**config.mk**
```make
export PLATFORM = sky130hd
export DESIGN_NAME = sd_cmd_resp_rx
export DESIGN_NICKNAME = d
export VERILOG_FILES = /design/src/rtl/sd_pkg.sv /design/src/rtl/sd_crc7.sv /design/src/rtl/sd_cmd_resp_rx.sv
export SDC_FILE = /design/constraint.sdc
export NUM_CORES = 1
export LEC_CHECK = 0
export CAP_MARGIN = 10
export CORE_MARGIN = 10
export CORE_UTILIZATION = 30
export DETAILED_ROUTE_END_ITERATION = 8
export GPL_TIMING_DRIVEN = 1
export SLEW_MARGIN = 25
export SYNTH_ARGS = -nofsm -noshare
export SYNTH_HDL_FRONTEND = slang
export SYNTH_HIERARCHICAL = 1
export SYNTH_SLANG_ARGS = --single-unit
```
**constraint.sdc**
```tcl
create_clock -name clk -period 2.1 [get_ports clk]
set_clock_uncertainty 0.05 [all_clocks]
set_input_delay 0.21 -clock clk [delete_from_list [all_inputs] [get_ports clk]]
set_output_delay 0.21 -clock clk [all_outputs]
set_load 0.01 [all_outputs]
```
**src/rtl/sd_pkg.sv**
```systemverilog
// Shared constants, types and CRC7 step for the SD host CMD-line path.
package sd_pkg;

  localparam int unsigned SD_RESP_SHORT_BITS = 48;
  localparam int unsigned SD_RESP_LONG_BITS  = 136;
  localparam logic [6:0]  SD_CRC7_POLY       = 7'h09;
  localparam int unsigned SD_BIT_CNT_W       = 8;

  typedef enum logic [1:0] {
    IDLE,
    WAIT_START,
    RECV,
    DONE
  } sd_rx_state_t;

  typedef logic [SD_BIT_CNT_W-1:0] sd_bit_cnt_t;

  // One serial CRC7 step, MSB first (x^7 + x^3 + 1).
  function automatic logic [6:0] sd_crc7_step(input logic [6:0] crc, input logic din);
    logic fb;
    fb = crc[6] ^ din;
    return {crc[5:0], 1'b0} ^ (fb ? SD_CRC7_POLY : 7'h00);
  endfunction

endpackage

```
**src/rtl/sd_crc7.sv**
```systemverilog
// Serial CRC7 accumulator; shared between the CMD transmitter and receiver.
module sd_crc7
  import sd_pkg::*;
(
  input  logic       clk,
  input  logic       resetn,
  input  logic       clear,
  input  logic       en,
  input  logic       din,
  output logic [6:0] crc
);

  // Clear wins over a same-cycle update so a new frame always starts from zero.
  always_ff @(posedge clk or negedge resetn) begin
    if (!resetn) begin
      crc <= '0;
    end else if (clear) begin
      crc <= '0;
    end else if (en) begin
      crc <= sd_crc7_step(crc, din);
    end
  end

endmodule

```
**src/rtl/sd_cmd_resp_rx.sv**
```systemverilog
// SD CMD-line response receiver: start-bit wait, frame capture, framing/CRC7 check.
module sd_cmd_resp_rx
  import sd_pkg::*;
#(
  parameter int unsigned NCR_MAX    = 64,
  parameter int unsigned LONG_BITS  = SD_RESP_LONG_BITS,
  parameter int unsigned SHORT_BITS = SD_RESP_SHORT_BITS
) (
  input  logic                 clk,
  input  logic                 resetn,
  input  logic                 bit_en,
  input  logic                 cmd_in,
  input  logic                 arm,
  input  logic                 long_resp,
  input  logic                 check_crc,
  output logic                 busy,
  output logic                 done,
  output logic [LONG_BITS-1:0] resp,
  output logic                 err_timeout,
  output logic                 err_crc,
  output logic                 err_frame
);

  localparam int unsigned WAIT_W = $clog2(NCR_MAX + 1);
  // CRC covers frame positions CRC_HI..CRC_LO; long frames skip their 8-bit header.
  localparam int unsigned CRC_LO = 8;
  localparam int unsigned CRC_HI = LONG_BITS - 9;

  sd_rx_state_t         state_q, state_d;
  sd_bit_cnt_t          bit_cnt_q;
  sd_bit_cnt_t          frame_len;
  sd_bit_cnt_t          crc_pos;
  logic [WAIT_W-1:0]    wait_cnt_q;
  logic                 long_q;
  logic                 chk_q;
  logic                 wait_last;
  logic                 last_bit;
  logic                 clear_c;
  logic                 shift_c;
  logic                 wait_inc_c;
  logic                 timeout_c;
  logic                 finish_c;
  logic                 leave_c;
  logic                 crc_en_c;
  logic [LONG_BITS-1:0] resp_shift;
  logic [6:0]           crc;
  logic                 frame_bad;
  logic                 crc_bad;

  assign frame_len  = long_q ? sd_bit_cnt_t'(LONG_BITS) : sd_bit_cnt_t'(SHORT_BITS);
  assign last_bit   = (bit_cnt_q == frame_len - sd_bit_cnt_t'(1));
  assign wait_last  = (wait_cnt_q == WAIT_W'(NCR_MAX - 1));
  assign resp_shift = {resp[LONG_BITS-2:0], cmd_in};

  // Frame position of the bit currently being shifted in (first bit = frame_len-1).
  assign crc_pos  = frame_len - bit_cnt_q - sd_bit_cnt_t'(1);
  assign crc_en_c = shift_c && (crc_pos >= sd_bit_cnt_t'(CRC_LO))
                            && (crc_pos <= sd_bit_cnt_t'(CRC_HI));

  // Checks are evaluated on the post-shift frame so results land with the done pulse.
  assign frame_bad = (long_q ? resp_shift[LONG_BITS-2] : resp_shift[SHORT_BITS-2])
                   | ~resp_shift[0];
  assign crc_bad   = (crc != resp_shift[7:1]);

  // State register.
  always_ff @(posedge clk or negedge resetn) begin
    if (!resetn) begin
      state_q <= IDLE;
    end else begin
      state_q <= state_d;
    end
  end

  // Next-state logic; a start bit takes priority over an expiring wait counter.
  always_comb begin
    state_d = state_q;
    case (state_q)
      IDLE:       if (arm) state_d = WAIT_START;
      WAIT_START: if (bit_en) begin
                    if (!cmd_in)        state_d = RECV;
                    else if (wait_last) state_d = DONE;
                  end
      RECV:       if (bit_en && last_bit) state_d = DONE;
      DONE:       state_d = IDLE;
      default:    state_d = IDLE;
    endcase
  end

  // Per-state datapath controls.
  always_comb begin
    clear_c    = 1'b0;
    shift_c    = 1'b0;
    wait_inc_c = 1'b0;
    timeout_c  = 1'b0;
    finish_c   = 1'b0;
    leave_c    = 1'b0;
    case (state_q)
      IDLE:       clear_c = arm;
      WAIT_START: if (bit_en) begin
                    if (!cmd_in)        shift_c    = 1'b1;
                    else if (wait_last) timeout_c  = 1'b1;
                    else                wait_inc_c = 1'b1;
                  end
      RECV:       if (bit_en) begin
                    shift_c  = 1'b1;
                    finish_c = last_bit;
                  end
      DONE:       leave_c = 1'b1;
      default:    ;
    endcase
  end

  // Frame capture, counters and registered status outputs.
  always_ff @(posedge clk or negedge resetn) begin
    if (!resetn) begin
      busy        <= 1'b0;
      done        <= 1'b0;
      resp        <= '0;
      err_timeout <= 1'b0;
      err_crc     <= 1'b0;
      err_frame   <= 1'b0;
      bit_cnt_q   <= '0;
      wait_cnt_q  <= '0;
      long_q      <= 1'b0;
      chk_q       <= 1'b0;
    end else begin
      done <= timeout_c | finish_c;
      if (clear_c) begin
        long_q      <= long_resp;
        chk_q       <= check_crc;
        resp        <= '0;
        err_timeout <= 1'b0;
        err_crc     <= 1'b0;
        err_frame   <= 1'b0;
        bit_cnt_q   <= '0;
        wait_cnt_q  <= '0;
        busy        <= 1'b1;
      end
      if (shift_c) begin
        resp      <= resp_shift;
        bit_cnt_q <= bit_cnt_q + sd_bit_cnt_t'(1);
      end
      if (wait_inc_c) begin
        wait_cnt_q <= wait_cnt_q + WAIT_W'(1);
      end
      if (timeout_c) begin
        err_timeout <= 1'b1;
      end
      if (finish_c) begin
        err_frame <= frame_bad;
        err_crc   <= chk_q & crc_bad;
      end
      if (leave_c) begin
        busy <= 1'b0;
      end
    end
  end

  sd_crc7 u_crc7 (
    .clk    (clk),
    .resetn (resetn),
    .clear  (clear_c),
    .en     (crc_en_c),
    .din    (cmd_in),
    .crc    (crc)
  );

endmodule

```
# After elaboration in Yosys (flattened, before gate mapping)
# Cells that the tools add are included.
classes:
  n_addsub: 5
  order_cmp: 2
  n_eq_ne: 10
  muxes: 39
  bitwise: 6
  n_reduce_logical: 11
op_table:
  columns: ["cell", "count"]
  rows:
  - ["$mux 136", 2]
  - ["$mux 7", 4]
  - ["$mux 8", 3]
  - ["$mux 1", 22]
  - ["$sub 8x1->8 const B", 2]
  - ["$reduce_bool 2->1", 6]
  - ["$mux 2", 5]
  - ["$add 8x1->8 const B", 1]
  - ["$eq 8x8->1", 1]
  - ["$ge 8x4->1 const B", 1]
  - ["$le 8x7->1 const B", 1]
  - ["$pmux 2 s4", 1]
  - ["$sub 8x8->8", 1]
  - ["$add 7x1->7 const B", 1]
  - ["$eq 7x6->1 const B", 1]
  - ["$ne 7x7->1", 1]
  - ["$xor 7x7->7", 1]
  - ["$ne 2x2->1 const B", 3]
  - ["$eq 2x2->1 const B", 2]
  - ["$mux 4", 1]
  - ["$reduce_and 4->1", 1]
  - ["$logic_and 1x1->1", 3]
  - ["$ne 3x3->1 const B", 1]
  - ["$eq 2x1->1 const B", 1]
  - ["other kinds (6)", 7]
totals:
  regBits: 167
  in_bits: 7
  output_inout_bits: 141
  wordCells: 85

# Logic depth before layout (Yosys ltp)
logic_depth:
  depth_word: 8
  depth_mapped: 12
  depth_no_buf: 11

# Modules after synthesis
# The synthesis kept the hierarchy.
by_module_without_submodules:
  columns: ["mod", "instances", "cells_per_inst", "area_each_um2", "seq_area_each_um2"]
  rows:
  - ["sd_cmd_resp_rx", 1, 745, 6832.8, 4003.8]
  - ["sd_crc7", 1, 28, 320.3, 175.2]

# Least setup slack after synthesis
# OpenSTA, ideal clock, no wires.
synth_timing:
  path_type: "register to register"
  startpoint: "register bit_cnt_q[3]"
  endpoint: "register u_crc7.crc[1]"
  setup_ps: 121
  arrival_time_ps: 1971
  required_ps: 1929
  slack_ps: -41
  path_stages_with_launch: 12
  path_buffers: 1
  period_less_slack_ps: 2141
  cell_sequence: "dfrtp_1 inv_1 ha_1 inv_1 fa_1 nor2b_1 o21bai_1 xor2_1 a211oi_1 buf_4 mux2i_1 nor2_1"
synth_via:
  elab_chain_cells: 6
  elab_cells_between_ends: 7
  classes_between: "2 x add/sub; 2 x order compare; 3 x reduce/logical"
synth_rtl:
  columns: ["item", "line_no", "source"]
  rows:
  - ["start: declaration", "sd_cmd_resp_rx.sv:30", "sd_bit_cnt_t bit_cnt_q;"]
  - ["start signal: assignment", "sd_cmd_resp_rx.sv:141", "bit_cnt_q <= bit_cnt_q + sd_bit_cnt_t'(1);"]
  - ["$sub 8x8->8 *", "sd_cmd_resp_rx.sv:56", "assign crc_pos = frame_len - bit_cnt_q - sd_bit_cnt_t'(1);"]
  - ["$sub 8x1->8 *", "sd_cmd_resp_rx.sv:56", null]
  - ["$ge 8x4->1", "sd_cmd_resp_rx.sv:57", "assign crc_en_c = shift_c && (crc_pos >= sd_bit_cnt_t'(CRC_LO))"]
  - ["$logic_and 1x1->1", "sd_cmd_resp_rx.sv:57", null]
  - ["$logic_and 1x1->1 *", "sd_cmd_resp_rx.sv:58", "&& (crc_pos <= sd_bit_cnt_t'(CRC_HI));"]
  - ["via crc_en_c", "sd_cmd_resp_rx.sv:44", "logic crc_en_c;"]
  - ["$reduce_bool 2->1 (no source line) *", null, null]
  - ["end signal: assignment", "sd_crc7.sv:20", "crc <= sd_crc7_step(crc, din);"]
  - ["end: declaration", "sd_crc7.sv:10", "output logic [6:0] crc"]
# The timed path passes the listed nets; every way through them passes the cells marked *.
# A chain may end at the register's enable or synchronous reset.

# Final worst setup path
layout_timing:
  startpoint: "register long_q"
  endpoint: "register err_frame"
layout_via:
  elab_chain_cells: 6
  elab_cells_between_ends: 9
  classes_between: "1 x add/sub; 1 x eq/ne; 5 x mux; 1 x bitwise; 1 x reduce/logical"
layout_rtl:
  columns: ["item", "line_no", "source"]
  rows:
  - ["start: declaration", "sd_cmd_resp_rx.sv:34", "logic long_q;"]
  - ["start signal: assignment", "sd_cmd_resp_rx.sv:129", "long_q <= long_resp;"]
  - ["$mux 8", "sd_cmd_resp_rx.sv:50", "assign frame_len = long_q ? sd_bit_cnt_t'(LONG_BITS) : sd_bit_cnt_t'(SHORT_BITS);"]
  - ["$sub 8x1->8", "sd_cmd_resp_rx.sv:51", "assign last_bit = (bit_cnt_q == frame_len - sd_bit_cnt_t'(1));"]
  - ["$eq 8x8->1", "sd_cmd_resp_rx.sv:51", null]
  - ["$mux 1", "sd_cmd_resp_rx.sv:104", "RECV: if (bit_en) begin"]
  - ["$mux 1", "sd_cmd_resp_rx.sv:97", "case (state_q)"]
  - ["$mux 1 / $reduce_bool 2->1 (equally long branches)", null, null]
  - ["end signal: assignment", "sd_cmd_resp_rx.sv:150", "err_frame <= frame_bad;"]
  - ["end: declaration", "sd_cmd_resp_rx.sv:21", "output logic err_frame"]
# Several ways; a longest one is shown, not always the timed one.

==> run_results.csv <==
group,metric,value,unit
outcome,status,"finished, violations left",
outcome,violations,"setup timing",
sta,slew_headroom,0.699,
pwr,fin_total_pwr,9.28,mW
routing,drc_errors,0,
worst_setup_path,crit_arrival,2.43,ns
worst_setup_path,criticalPathCategory,"flop to flop",
worst_setup_path,cp_cell_sequence,"buf_4 -> inv_4 -> ha_4 -> or3b_4 -> or4_4 -> a31o_1",
final_layout,n_antenna_cell,0,
placement,dp_hpwl,13.0,mm
final_layout,nets,938,
final_layout,drive_gt1_frac,0.0943,
grt,antenna_found_initial,0,
synth,synth_cell_types,45,
sta,period_share,1.03,
min_path,hold_class,"input pin to async pin",
worst_setup_path,crit_buf_inv,2,
grt,grt_pass1_vias,5880,
synth,synthMostInstantiatedCell,"nand2_1",
sta,worst_pin_slew,0.452,ns
grt,grt-ovfl-total,0,
sta,hold_viol,0,
floorplan,design.core.area,0.0235,mm^2
clock_network,cts_buffers,17,
grt,grt_use_total,0.133,
placement,place_area,0.00913,mm^2
worst_setup_path,r2r-start,"long_q$_DFFE_PN0P_",
synth,synth_edf_count,0,
worst_setup_path,critPathLaunch,"long_q$_DFFE_PN0P_",
routing,ant_nets,0,
worst_setup_path,reg2reg_slack,-0.07,ns
final_layout,multi_input_area,0.00279,mm^2
final_layout,finalInstanceArea,0.00984,mm^2
synth,synth_seq_cells,167,
synth,synth_fp_nets,791,
routing,via_per_inst,4.64,
pwr,peakVddDrop,0.000469,V
clock_network,path_clk_slew,0.08,ns
worst_setup_path,worstPathRequired,2.36,ns
sta,rsz0062_at_grt,"yes",
floorplan,dieArea,0.0304,mm^2
clock_network,clockBufferDepth,2,
routing,wl,20.1,mm
clock_network,htreeDepth,4,
placement,dp_slack,-0.0968,ns
synth,yosys.area.top_type,"dfrtp_1",
routing,routedWlPerCell,16.0,um
floorplan,io-pin-count,148,
sta,fmax,0.460,GHz
final_layout,finish.utilization,0.419,
pwr,power.density,943,mW/mm^2
sta,drv_slew,0,
sta,period_needed,2.17,ns
clock_network,clock_latency,0.43,ns
final_layout,area_growth,37.6,%
synth,ys_top_cells_by_area,"dfrtp_1 (58%), nand2_1 (15%), nand3_1 (10%)",
worst_setup_path,cp_slowest_cell,"or4_4",
synth,postSynthAreaPerCell,9.25,um^2
sta,setup_ws,-0.0733,ns
synth,synth_warnings,6,
synth,yosysTopAreaCellShare,0.584,
worst_setup_path,cp_top_family,"simple AND/OR/NAND/NOR gates",
synth,synth_commonest_cells,"nand2_1 (288), dfrtp_1 (167), nand3_1 (147)",
floorplan,rows,56,
worst_setup_path,max_stage_delay,0.59,ns
clock_network,cts_tree,"built",
worst_setup_path,cp-start-kind,"flop",
floorplan,start_util,0.305,
pwr,leakage,4.89,nW
final_layout,register_area,0.00418,mm^2
floorplan,die_w,174,um
synth,syn_inst,773,
routing,vias,5808,
sta,hold_slack,0.212,ns
sta,finalSetupViolations,8,
synth,ys.flop_type,"dfrtp_1",
routing,dr.pass1.iters,5,
routing,first_iter_violations,357,
synth,yosysSeqAreaShare,0.584,
floorplan,fp.dieH,174,um
worst_setup_path,end_kind,"flop",
synth,syn_area,0.00715,mm^2
grt,grt_start_max_net_pins,70,
worst_setup_path,cp_max_fo,5,
grt,grt_pass1_wl,33.1,mm
placement,gp_congestion,0.782,
clock_network,root_buffer,"clkbuf_16",
placement,port_buffers,147,
job,maxCapViolCount,0,
final_layout,nFillCells,2327,
synth,ys_async_sr_fraction,1.00,
clock_network,cts.sinks,167,
worst reg2reg max path: stages, from the launching register on:
cell     delay, ns
dfrtp_2       0.40
buf_4         0.13
inv_4         0.04
ha_4          0.27
or3b_4        0.38
or4_4         0.59
a31o_1        0.20
path summary, 6_finish.rpt:
path | endpoint | cells after the start
max in group asynchronous | resp[35]$_DFFE_PN0P_ | 3
min in group clk | chk_q$_DFFE_PN0P_ | 3
setup reg to reg | err_frame$_DFFE_PN0P_ | 6
hold reg to reg | err_timeout$_DFFE_PN0P_ | 2
hold / removal | wait_cnt_q[0]$_DFFE_PN0P_ | 2
setup / recovery | err_frame$_DFFE_PN0P_ | 6
registers in the layout, summed over array words and instances (netlist names), 2 cells and up:
signal / flops
bit_cnt_q: 8
resp: 136
state_q: 2
u_crc7/crc: 7
wait_cnt_q: 7
stage by stage:
step | cells | setup TNS [ns]
finish | 1252 | -0.324
global route | 1252 | -1.61
CTS | 1249 | -0.218
detailed placement | 1213 | -0.532
global placement | 1213 | -0.196
floorplan | 773 | 0
layout make-up:
class	count	area share
Tap cell	319	0.0405
Clock inverter	15	0.0193
Timing Repair Buffer	177	0.183
Clock buffer	17	0.0432
Multi-Input combinational cell	544	0.284
Sequential cell	167	0.425
Inverter	13	0.00521
cell usage in the layout, fill, tap and decap left out, drive strengths merged, types with 3 or more instances in the layout:
cell type,n
nand2,288
dfrtp,167
nand3,147
clkdlybuf4s50,146
buf,30
inv,19
clkbuf,17
mux2i,13
nor2,13
ha,10
o21ai,8
xnor2,7
xor2,6
clkinv,5
a21o,4
and3,4
mux2,4
nor3,4
o41ai,3
a21oi,3
o211ai,3
what timing repair did:
item | 4_1_cts | 5_1_grt
pin swaps | 1 | 7
setup buffers | 2 | 3
endpoints found under the setup margin | 7 | 48
gates cloned | 1 | 0
hold buffers | 1 | 0
resized for setup | 7 | 10
endpoints found under the hold margin | 33 | 0
logic make-up after synthesis:
logic type	synth area share
adders and majority gates	0.0203
buffers and inverters	0.0360
DFF	0.584
xor gates and xnor gates	0.0170
AOI/OAI and AO/OA	0.0374
and+or+nand+nor	0.281
muxes	0.0245
power breakdown:
part,switching [mW],internal [mW]
sequential,0.160,3.37
clock,1.50,1.81
combinational,1.54,0.885
routing by layer:
| metal | global-route usage | share of wire | vias to the layer above |
|---|---|---|---|
| met4 | 0.0331 | 0.0072 | 0 |
| met1 | 0.165 | 0.44 | 2852 |
| li1 | - | - | 2839 |
| met3 | 0.0635 | 0.084 | 8 |
| met5 | 0 | 0 | - |
| met2 | 0.204 | 0.47 | 109 |
Note: power is estimated with default switching activity, not from simulation.
